`src/rtl/mac_step_accumulator.sv`:
```
// Purpose: multiply-accumulate over STEPS products, one product per RUN_IN strobe.
// Latency: RESULT_OUT/STEP_OUT update one cycle after each accepted RUN_IN.
// Backpressure: none; RUN_IN low stalls indefinitely, RUN_IN in DONE only flags overrun.
module mac_step_accumulator #(
  parameter int WIDTH = 4,
  parameter int STEPS = 3,
  localparam int SW   = $clog2(STEPS + 1),
  localparam int ACCW = 2 * WIDTH + SW
) (
  input  logic             CLK,
  input  logic             RESET_IN,
  input  logic             RUN_IN,
  input  logic             CLEAR_IN,
  input  logic [WIDTH-1:0] A_IN,
  input  logic [WIDTH-1:0] B_IN,
  output logic [ACCW-1:0]  RESULT_OUT,
  output logic [SW-1:0]    STEP_OUT,
  output logic             BUSY_OUT,
  output logic             DONE_OUT,
  output logic             OVERRUN_OUT
);

  typedef enum logic [1:0] {
    IDLE  = 2'd0,
    ACCUM = 2'd1,
    DONE  = 2'd2
  } state_t;

  state_t            r_state;
  logic [ACCW-1:0]   r_acc;
  logic [SW-1:0]     r_step;
  logic              r_overrun;

  logic [ACCW-1:0]   w_prod;
  logic [SW-1:0]     w_step_nxt;
  logic              w_last;

  // Product is zero-extended to the accumulator width so the sum never wraps.
  assign w_prod     = ACCW'(A_IN) * ACCW'(B_IN);
  assign w_step_nxt = r_step + 1'b1;
  assign w_last     = (w_step_nxt == SW'(STEPS));

  // Control FSM and datapath registers; clear outranks run in every state.
  always_ff @(posedge CLK or posedge RESET_IN) begin
    if (RESET_IN) begin
      r_state   <= IDLE;
      r_acc     <= '0;
      r_step    <= '0;
      r_overrun <= 1'b0;
    end else if (CLEAR_IN) begin
      r_state   <= IDLE;
      r_acc     <= '0;
      r_step    <= '0;
      r_overrun <= 1'b0;
    end else begin
      case (r_state)
        IDLE: begin
          if (RUN_IN) begin
            r_acc   <= w_prod;
            r_step  <= SW'(1);
            r_state <= (STEPS == 1) ? DONE : ACCUM;
          end else begin
            r_acc  <= '0;
            r_step <= '0;
          end
        end
        ACCUM: begin
          if (RUN_IN) begin
            r_acc  <= r_acc + w_prod;
            r_step <= w_step_nxt;
            if (w_last) begin
              r_state <= DONE;
            end
          end
        end
        DONE: begin
          // Final sum is frozen; extra strobes are only recorded.
          if (RUN_IN) begin
            r_overrun <= 1'b1;
          end
        end
        default: begin
          r_state <= IDLE;
          r_acc   <= '0;
          r_step  <= '0;
        end
      endcase
    end
  end

  assign RESULT_OUT  = r_acc;
  assign STEP_OUT    = r_step;
  assign BUSY_OUT    = (r_state == ACCUM);
  assign DONE_OUT    = (r_state == DONE);
  assign OVERRUN_OUT = r_overrun;

endmodule

```
`config.mk`:
```
export PLATFORM = sky130hd
export DESIGN_NAME = mac_step_accumulator
export DESIGN_NICKNAME = d
export VERILOG_FILES = /design/src/rtl/mac_step_accumulator.sv
export SDC_FILE = /design/constraint.sdc
export NUM_CORES = 1
export LEC_CHECK = 0
export BUFFER_PORTS_ARGS = -buffer_cell sky130_fd_sc_hd__buf_2
export CORE_MARGIN = 2
export CORE_UTILIZATION = 56
export CTS_CLUSTER_DIAMETER = 40
export DETAILED_ROUTE_END_ITERATION = 7
export PLACE_DENSITY_LB_ADDON = 0.15
export SETUP_SLACK_MARGIN = 0.5
export SLEW_MARGIN = 0
export SYNTH_ARGS = -nofsm -noshare
export SYNTH_HDL_FRONTEND = slang
export SYNTH_SLANG_ARGS = --single-unit
```
`constraint.sdc`:
```
create_clock -name CLK -period 2.4 [get_ports CLK]
set_input_delay 0.12 -clock CLK [delete_from_list [all_inputs] [get_ports CLK]]
set_output_delay 0.12 -clock CLK [all_outputs]
set_load 0.005 [all_outputs]
```
# Yosys cells after proc, flatten, opt, wreduce, memory -nomap -nowiden

Cells that the tools add are included.

Muxes and demuxes: 16
Add/sub/neg operators: 2
Multiply operators: 1
Eq/ne operators: 7
Reductions and logical operators: 6

Operator list:

| operator            | count |
|---|---|
| $pmux 10 s3         | 1 |
| $mux 10             | 2 |
| $mux 2              | 6 |
| $pmux 2 s3          | 2 |
| $add 10x8->10       | 1 |
| $mul 4x4->8         | 1 |
| $mux 8              | 1 |
| $ne 3x3->1 const B  | 2 |
| $eq 2x2->1 const B  | 2 |
| $mux 1              | 4 |
| $reduce_and 2->1    | 2 |
| $reduce_and 4->1    | 1 |
| $reduce_bool 2->1   | 2 |
| $ne 3x2->1 const B  | 1 |
| $add 2x1->2 const B | 1 |
| $eq 2x1->1 const B  | 1 |
| $logic_not 2->1     | 1 |
| $ne 2x2->1 const B  | 1 |

Register bits: 15
Input port bits: 12
Word-level logic and storage cells: 36

# Depth between registers and ports, before layout

Gate-level depths: netlist of the first run.

Depth in word-level cells: 6
Depth in mapped cells: 16
Gate-level depth less buffers: 16

# Worst setup path before layout of the first run

OpenSTA, ideal clock, no wires.

Path kind: input-to-reg
Start point: input A_IN[0]
End point: register r_acc[9], in the netlist RESULT_OUT[9]
Stages: 14
Path buffers: 0
Required time: 2.274 ns
Slack: -1.081 ns
Arrival: 3.355 ns
Path through: nand2_1 -> fa_1 -> inv_1 -> fa_1 -> inv_1 -> fa_1 -> nand2b_1 -> o2bb2ai_1 -> xnor2_1 -> ha_1 -> a2111o_1 -> o2111ai_1 -> xor2_1 -> nor2_1

Longest elaborated chain between the ends: 5

Ends and longest elaborated chain:

| item                   | line | text |
|---|---|---|
| start: declaration     | 14   | `input logic [WIDTH-1:0] A_IN,` |
| $mul 4x4->8            | 39   | `assign w_prod = ACCW'(A_IN) * ACCW'(B_IN);` |
| $add 10x8->10          | 69   | `r_acc <= r_acc + w_prod;` |
| $mux 10                | 68   | `if (RUN_IN) begin` |
| $pmux 10 s3            | 56   | `case (r_state)` |
| $mux 10                | 50   | `end else if (CLEAR_IN) begin` |
| end signal: assignment | 59   | `r_acc <= w_prod;` |
| end signal: assignment | 69   |  |
| end: declaration       | 30   | `logic [ACCW-1:0] r_acc;` |

Every way passes these cells. The select of a mux whose other input is x is not followed.
A chain may end at the register's enable or synchronous reset.

# Final worst setup path of the first run

Start point: input B_IN[1]
End point: register r_acc[8], in the netlist RESULT_OUT[8]

Longest elaborated chain between the ends: 5

Ends and longest elaborated chain:

| item               | line | text |
|---|---|---|
| start: declaration | 15   | `input logic [WIDTH-1:0] B_IN,` |
| $mul 4x4->8        | 39   |  |
| $add 10x8->10      | 69   |  |
| $mux 10            | 68   |  |
| $pmux 10 s3        | 56   |  |
| $mux 10            | 50   |  |

Every way passes these cells. The select of a mux whose other input is x is not followed.

==> flow_summary.toml, run 1 <==
[status]
status = "finished with violations"
violations = "negative setup slack"

[setup_path]
cp_num_buf_inv = 3
end_kind = "flip-flop"
cp.depth = 15
cp_max_fo = 2
crit_path_top_delay_cell = "fa_1"
r2r_slack_ps = 290
critPathLaunch = "B_IN[1]"
path_cells = "buf_8, nand2_8, fa_1, inv_1, fa_1, inv_1, fa_2, nand2b_4, o2bb2ai_4, xnor2_2, ha_1, a2111o_1, o211ai_1, xor2_1, nor2_1"
worst-endpoint-arrival_ps = 3360
r2r-start = "RESULT_OUT[0]"
cp-endpoint = "RESULT_OUT[8]"
path_class = "input pin to flip-flop"
timing.rr.end = "RESULT_OUT[6]"
cp_top_family = "adder cells"
cp.required_ps = 2570
startpoint_type = "input pin"
max_stage_delay_ps = 530
reg2reg_depth = 8

[clocking]
cts_tree = "built"
h-tree-depth = 1
cts_max_path_buffers = 2
clkLatencyLatePin_ps = 290
cts_root_buf = "clkbuf_4"
cts.reportedPaths.clkPinSlew_ps = 90
cts.sinks = 15
cts_buffers = 3

[finish]
nNetsFinal = 278
drive_above_1_share_pct = 39.3
fin_cells = 270
area_growth_pct = 46.5
n_antenna_cell = 0

[route]
wl_um = 5030
ant_nets = 0
vias = 1665
drtPass1Iterations = 4
drc_errors = 0
detail_route.wl_per_cell_um = 18.6
vias_per_cell = 6.17
drt_iter0_drc = 91

[sta]
fmax_mhz = 314
tightestPinTransition_ps = 623
min_period_over_period_pct = 133
timing.hold.ws_ps = 217
tns_ps = -4210
period_needed_ps = 3190
setup_viol = 7
rsz0062_at_grt = "true"
setup_slack_ps = -789
max_slew_margin_pct = 58.4
finalMaxSlewViolations = 0
hold_viol = 0
clock_skew_ps = 0.608

[logic_synthesis]
synth_seq_cells = 15
syn_area_per_cell_um2 = 8.72
async_flop_share_pct = 100
syn_area_um2 = 1590
synth_area_leader_cell = "dfrtp_1"
synth_top_area_share_pct = 23.6
synth_enable_flop_cells = 0
yosysUniqueCellTypes = 41
synth_cells = 182
yosysSeqAreaShare_pct = 23.6
synth_fp_nets = 220
synth_area_leaders = "dfrtp_1 (24%), ha_1 (17%), fa_1 (6.3%)"
yosys_warnings = 0
synth_flop_cell = "dfrtp_1"

[floorplanning]
io_pins = 27
rows = 19
die_h_um = 57.2
core_area_um2 = 2730
fp.dieW_um = 57.2
initial_core_util_pct = 58.1
dieArea_um2 = 3280

[placed_design]
finalWeightedCongestion = 0.977
dp_cells = 259
hpwl_um = 3110
port-buffer-count = 26
pre_cts_slack_ps = -1160

[global_routing]
grt_antenna_before_repair = 0
globalRoute.totalOverflow = 0
grt_start_max_net_pins = 17
grt_pass1_vias = 1562
track_usage_pct = 28.4
grt_pass1_wl_um = 7310

[power]
power_mw = 1.18
ir_drop_mv = 0.516
p_per_area_nw_per_um2 = 508
p_leak_nw = 1.11

[job]
drv_cap = 0

[hold_path]
hp-class = "input pin to flip-flop"
[routing by layer]
| metal | GRT usage [%] | wire [um] |
|---|---|---|
| met3 | 4.08 | 228 |
| met4 | 6.98 | 131 |
| met5 | 0 | 0 |
| met2 | 46.6 | 2620 |
| met1 | 39.6 | 2050 |
[per-stage QoR]
step	util [%]	instance area [um^2]
floorplan	-	1680
global placement	73.3	2000
detailed placement	73.3	2000
CTS	79.9	2180
global route	85.1	2330
finish	85.1	2330
[flip-flops by register name, summed over array words and instances, names as in the netlist]
signal	flops
r_state	2
OVERRUN_OUT	1
RESULT_OUT	10
STEP_OUT	2
[cell usage in the layout (no fill, tap or decap), drive strengths merged, types with 2 or more instances in the layout]
cell type and n:
xor2 5, nand3 3, o211ai 4, a22oi 6, dfrtp 15, a21oi 9
a211oi 4, and2 13, xnor2 4, a21o 2, nand2 7, o21ai 7
mux2i 3, o21a 3, nor3 4, clkbuf 4, o22ai 3, a31oi 3
inv 13, o2bb2ai 2, nor2b 4, nor2 21, nand2b 4, ha 21
buf 58, fa 5
[power breakdown]
group | internal [mW] | switching (mW)
Clock | 0.0646 | 0.0871
Combinational | 0.390 | 0.350
Sequential | 0.268 | 0.0214
[worst register-to-register path, delay by kind of cell, from the launching register on]
kind | cells | cell delay (ps)
fa+ha+maj | 2 | 680
compound gates | 3 | 450
flops | 1 | 400
simple gates | 1 | 200
mux | 1 | 170
buf+inv | 1 | 80
[timing repair]
item / in CTS / in global routing
endpoints found under the setup margin: 8 / 8
hold buffers: 1 / 0
endpoints found under the hold margin: 15 / 0
setup buffers: 2 / 4
gates cloned: 0 / 0
resized for setup: 24 / 21
pin swaps: 9 / 17
[how the worst min path moves through the flow]
stage,from,to,slack (ps),depth (start not counted)
final,CLEAR_IN,STEP_OUT[1],220,2
after global routing,CLEAR_IN,STEP_OUT[1],220,2
after CTS,CLEAR_IN,STEP_OUT[1],190,2
after detailed placement,RESET_IN,RESULT_OUT[8],220,2
after global placement,RESET_IN,OVERRUN_OUT,200,2
after floorplan,RESET_IN,OVERRUN_OUT,20,1
[final cells by class]
class / instances / area (um^2)
fill: 148 / 408
multi-input combinational: 148 / 1380
sequential: 15 / 375
timing repair buffer: 59 / 453
tap: 31 / 38.8
inverter: 13 / 48.8
clock buffer: 4 / 26.3
[Yosys cell counts, types with 2 or more instances]
library cell	number
ha_1	21
nor2_1	21
dfrtp_1	15
and2_1	13
inv_1	13
a21oi_1	9
nand2_1	7
a22oi_1	5
fa_1	5
xor2_1	5
a211oi_1	4
nand2b_1	4
nor3_1	4
o211ai_1	4
o21ai_1	4
xnor2_1	4
a31oi_1	3
clkbuf_1	3
mux2i_1	3
nand3_1	3
nor2b_1	3
o21a_1	3
o21ai_0	3
o22ai_1	3
a21o_1	2
buf_6	2
o2bb2ai_1	2
[logic make-up (layout without fill, tap and decap cells)]
| kind of cell | count (synthesis) | count (layout) | share of synthesized area (%) |
|---|---|---|---|
| simple gates | 60 | 60 | 19.2 |
| fa+ha+maj | 26 | 26 | 22.9 |
| flops | 15 | 15 | 23.6 |
| compound gates | 49 | 49 | 21.3 |
| xor+xnor | 9 | 9 | 4.96 |
| buf+inv | 19 | 76 | 5.52 |
| mux | 4 | 4 | 2.60 |
(Power assumes the default switching activity.)
==> run 2, diff against run 1 <==
==> constraint.sdc (replaced) <==
create_clock -name CLK -period 2.4 [get_ports CLK]
set_input_delay 0.12 -clock CLK [delete_from_list [all_inputs] [get_ports CLK]]
set_output_delay 0.12 -clock CLK [all_outputs]
set_load 0.05 [all_outputs]
==> flow_summary.toml, run 2 (same netlist as run 1, synthesis figures left out) <==
[status]
status = "finished with violations"
violations = "negative setup slack"

[power]
p_per_area_nw_per_um2 = 529
p_comb_share_pct = 63.9
p_int_mw = 0.714
ir_drop_mv = 0.516
power_switching_mw = 0.517
pwr-share-clk_pct = 12.5
p_leak_nw = 1.12
seq_power_share_pct = 23.6
p_sw_share_pct = 42.0

[placed_design]
pre_cts_slack_ps = -1150
finalWeightedCongestion = 0.926
hpwl_um = 3180
port-buffer-count = 26

[sta]
setup_slack_ps = -785
hold_viol = 0
period_needed_ps = 3180
clock_skew_ps = 9.82
finalMaxSlewViolations = 0
timing.hold.ws_ps = 168
min_period_over_period_pct = 133
max_slew_margin_pct = 57.9
setup_viol = 6
rsz0062_at_grt = "true"
tightestPinTransition_ps = 630
fmax_mhz = 314

[floorplanning]
rows = 19
dieArea_um2 = 3280
die_h_um = 57.2
fp.dieW_um = 57.2
core_area_um2 = 2730
initial_core_util_pct = 58.1
io_pins = 27

[hold_path]
holdCritStartpoint = "RUN_IN"
hold_path_end = "r_state[0]"
hp-class = "input pin to flip-flop"
whs_path_depth = 2

[finish]
post-route-util_pct = 85.1
final_common_cell = "buf_4"
fill_cells = 155
layout_common_cells = "buf_4 (29), buf_2 (21), nor2_1 (19)"
seq_area_um2 = 377
n_antenna_cell = 0
area_growth_pct = 46.5
nNetsFinal = 280
drive_above_1_share_pct = 40.2
multi_input_area_um2 = 1380
largest_register_ff_count = 10

[route]
vias_per_cell = 6.15
drtPass1Iterations = 5
ant_nets = 0
drc_errors = 0
wl_um = 5100
detail_route.wl_per_cell_um = 18.8
drt_iter0_drc = 74
vias = 1674

[global_routing]
grt_start_max_net_pins = 17
grt_antenna_before_repair = 0
grt_pass1_vias = 1651
track_usage_pct = 30.0
globalRoute.totalOverflow = 0
grt_pass1_wl_um = 7560

[clocking]
cts_buffers = 3
cts_max_path_buffers = 2
cts.sinks = 15
cts.reportedPaths.clkPinSlew_ps = 100
h-tree-depth = 1
clkLatencyLatePin_ps = 300
cts_root_buf = "clkbuf_4"
cts_tree = "built"

[setup_path]
worst-endpoint-arrival_ps = 3370
startpoint_type = "input pin"
end_kind = "flip-flop"
cp_max_fo = 3
crit_path_top_delay_cell = "fa_1"
timing.rr.end = "RESULT_OUT[6]"
reg2reg_depth = 8
r2r_slack_ps = 340
path_class = "input pin to flip-flop"
max_stage_delay_ps = 530
cp.required_ps = 2580
path_cells = "buf_8, nand2_8, fa_1, inv_1, fa_1, ha_1, a211oi_2, nor2_2, o21a_1, nor2_1, xnor2_1, ha_1, a21oi_2, nand2_1, o211ai_1, xor2_1, nor2_1"
r2r-start = "RESULT_OUT[0]"

[job]
drv_cap = 0
[run 2: changes by cell type in the layout (fill, tap and decap cells not counted), sizes merged]
cell / previous run / this run
buf: 58 / 60
[run 2: how the worst max path moves through the flow]
stage          depth (start not counted)       endpoint    start  slack, ps
2_1_floorplan                         14  RESULT_OUT[8]  B_IN[1]       -860
3_3_place_gp                          15  RESULT_OUT[8]  B_IN[1]      -1090
3_5_place_dp                          15  RESULT_OUT[8]  B_IN[1]      -1150
4_1_cts                               16  RESULT_OUT[8]  B_IN[1]       -770
5_1_grt                               17  RESULT_OUT[8]  A_IN[0]       -900
6_report                              17  RESULT_OUT[8]  B_IN[1]       -780
[run 2: critical path, delay by kind of cell]
| family | cells | cell delay [ps] |
|---|---|---|
| simple gates | 5 | 400 |
| xor+xnor | 2 | 320 |
| buf+inv | 2 | 140 |
| compound gates | 4 | 770 |
| fa+ha+maj | 4 | 1620 |
[run 2: final cells by class]
cell class / count / area share [%]
Multi-Input combinational cell: 148 / 59.4
Clock buffer: 4 / 1.13
Timing Repair Buffer: 61 / 19.5
Inverter: 13 / 2.10
Tap cell: 31 / 1.67
Sequential cell: 15 / 16.2
[run 2: power groups by stage]
| stage | Sequential (mW) | Clock [mW] | Combinational, mW |
|---|---|---|---|
| global route | 0.292 | 0.163 | 0.830 |
| CTS | 0.289 | 0.155 | 0.699 |
| global placement | 0.291 | 0 | 0.548 |
| finish | 0.290 | 0.154 | 0.787 |
| floorplan | 0.339 | 0 | 0.340 |
| detailed placement | 0.293 | 0 | 0.574 |
[run 2: through the flow]
| step | std cells | TNS [ps] | power, mW | area, um^2 |
|---|---|---|---|---|
| CTS | 268 | -3480 | 1.14 | 2230 |
| global placement | 260 | -6150 | 0.839 | 2010 |
| finish | 272 | -3990 | 1.23 | 2330 |
| floorplan | 182 | -3360 | 0.679 | 1680 |
| global route | 272 | -4700 | 1.29 | 2330 |
| detailed placement | 260 | -6410 | 0.866 | 2010 |
[run 2: routing by layer]
layer  global-route usage, %  wire [um]
met1                    36.5       2100
met5                       0          0
met2                    54.5       2710
met4                    9.30        110
met3                    4.54        184
[run 2: timing repair]
item                                    CTS  global route
hold endpoints to repair                 15             0
buffers inserted                          3             4
endpoints found under the setup margin    8             8
pin swaps                                23            15
hold buffers                              1             0
gates resized for setup                  30            11
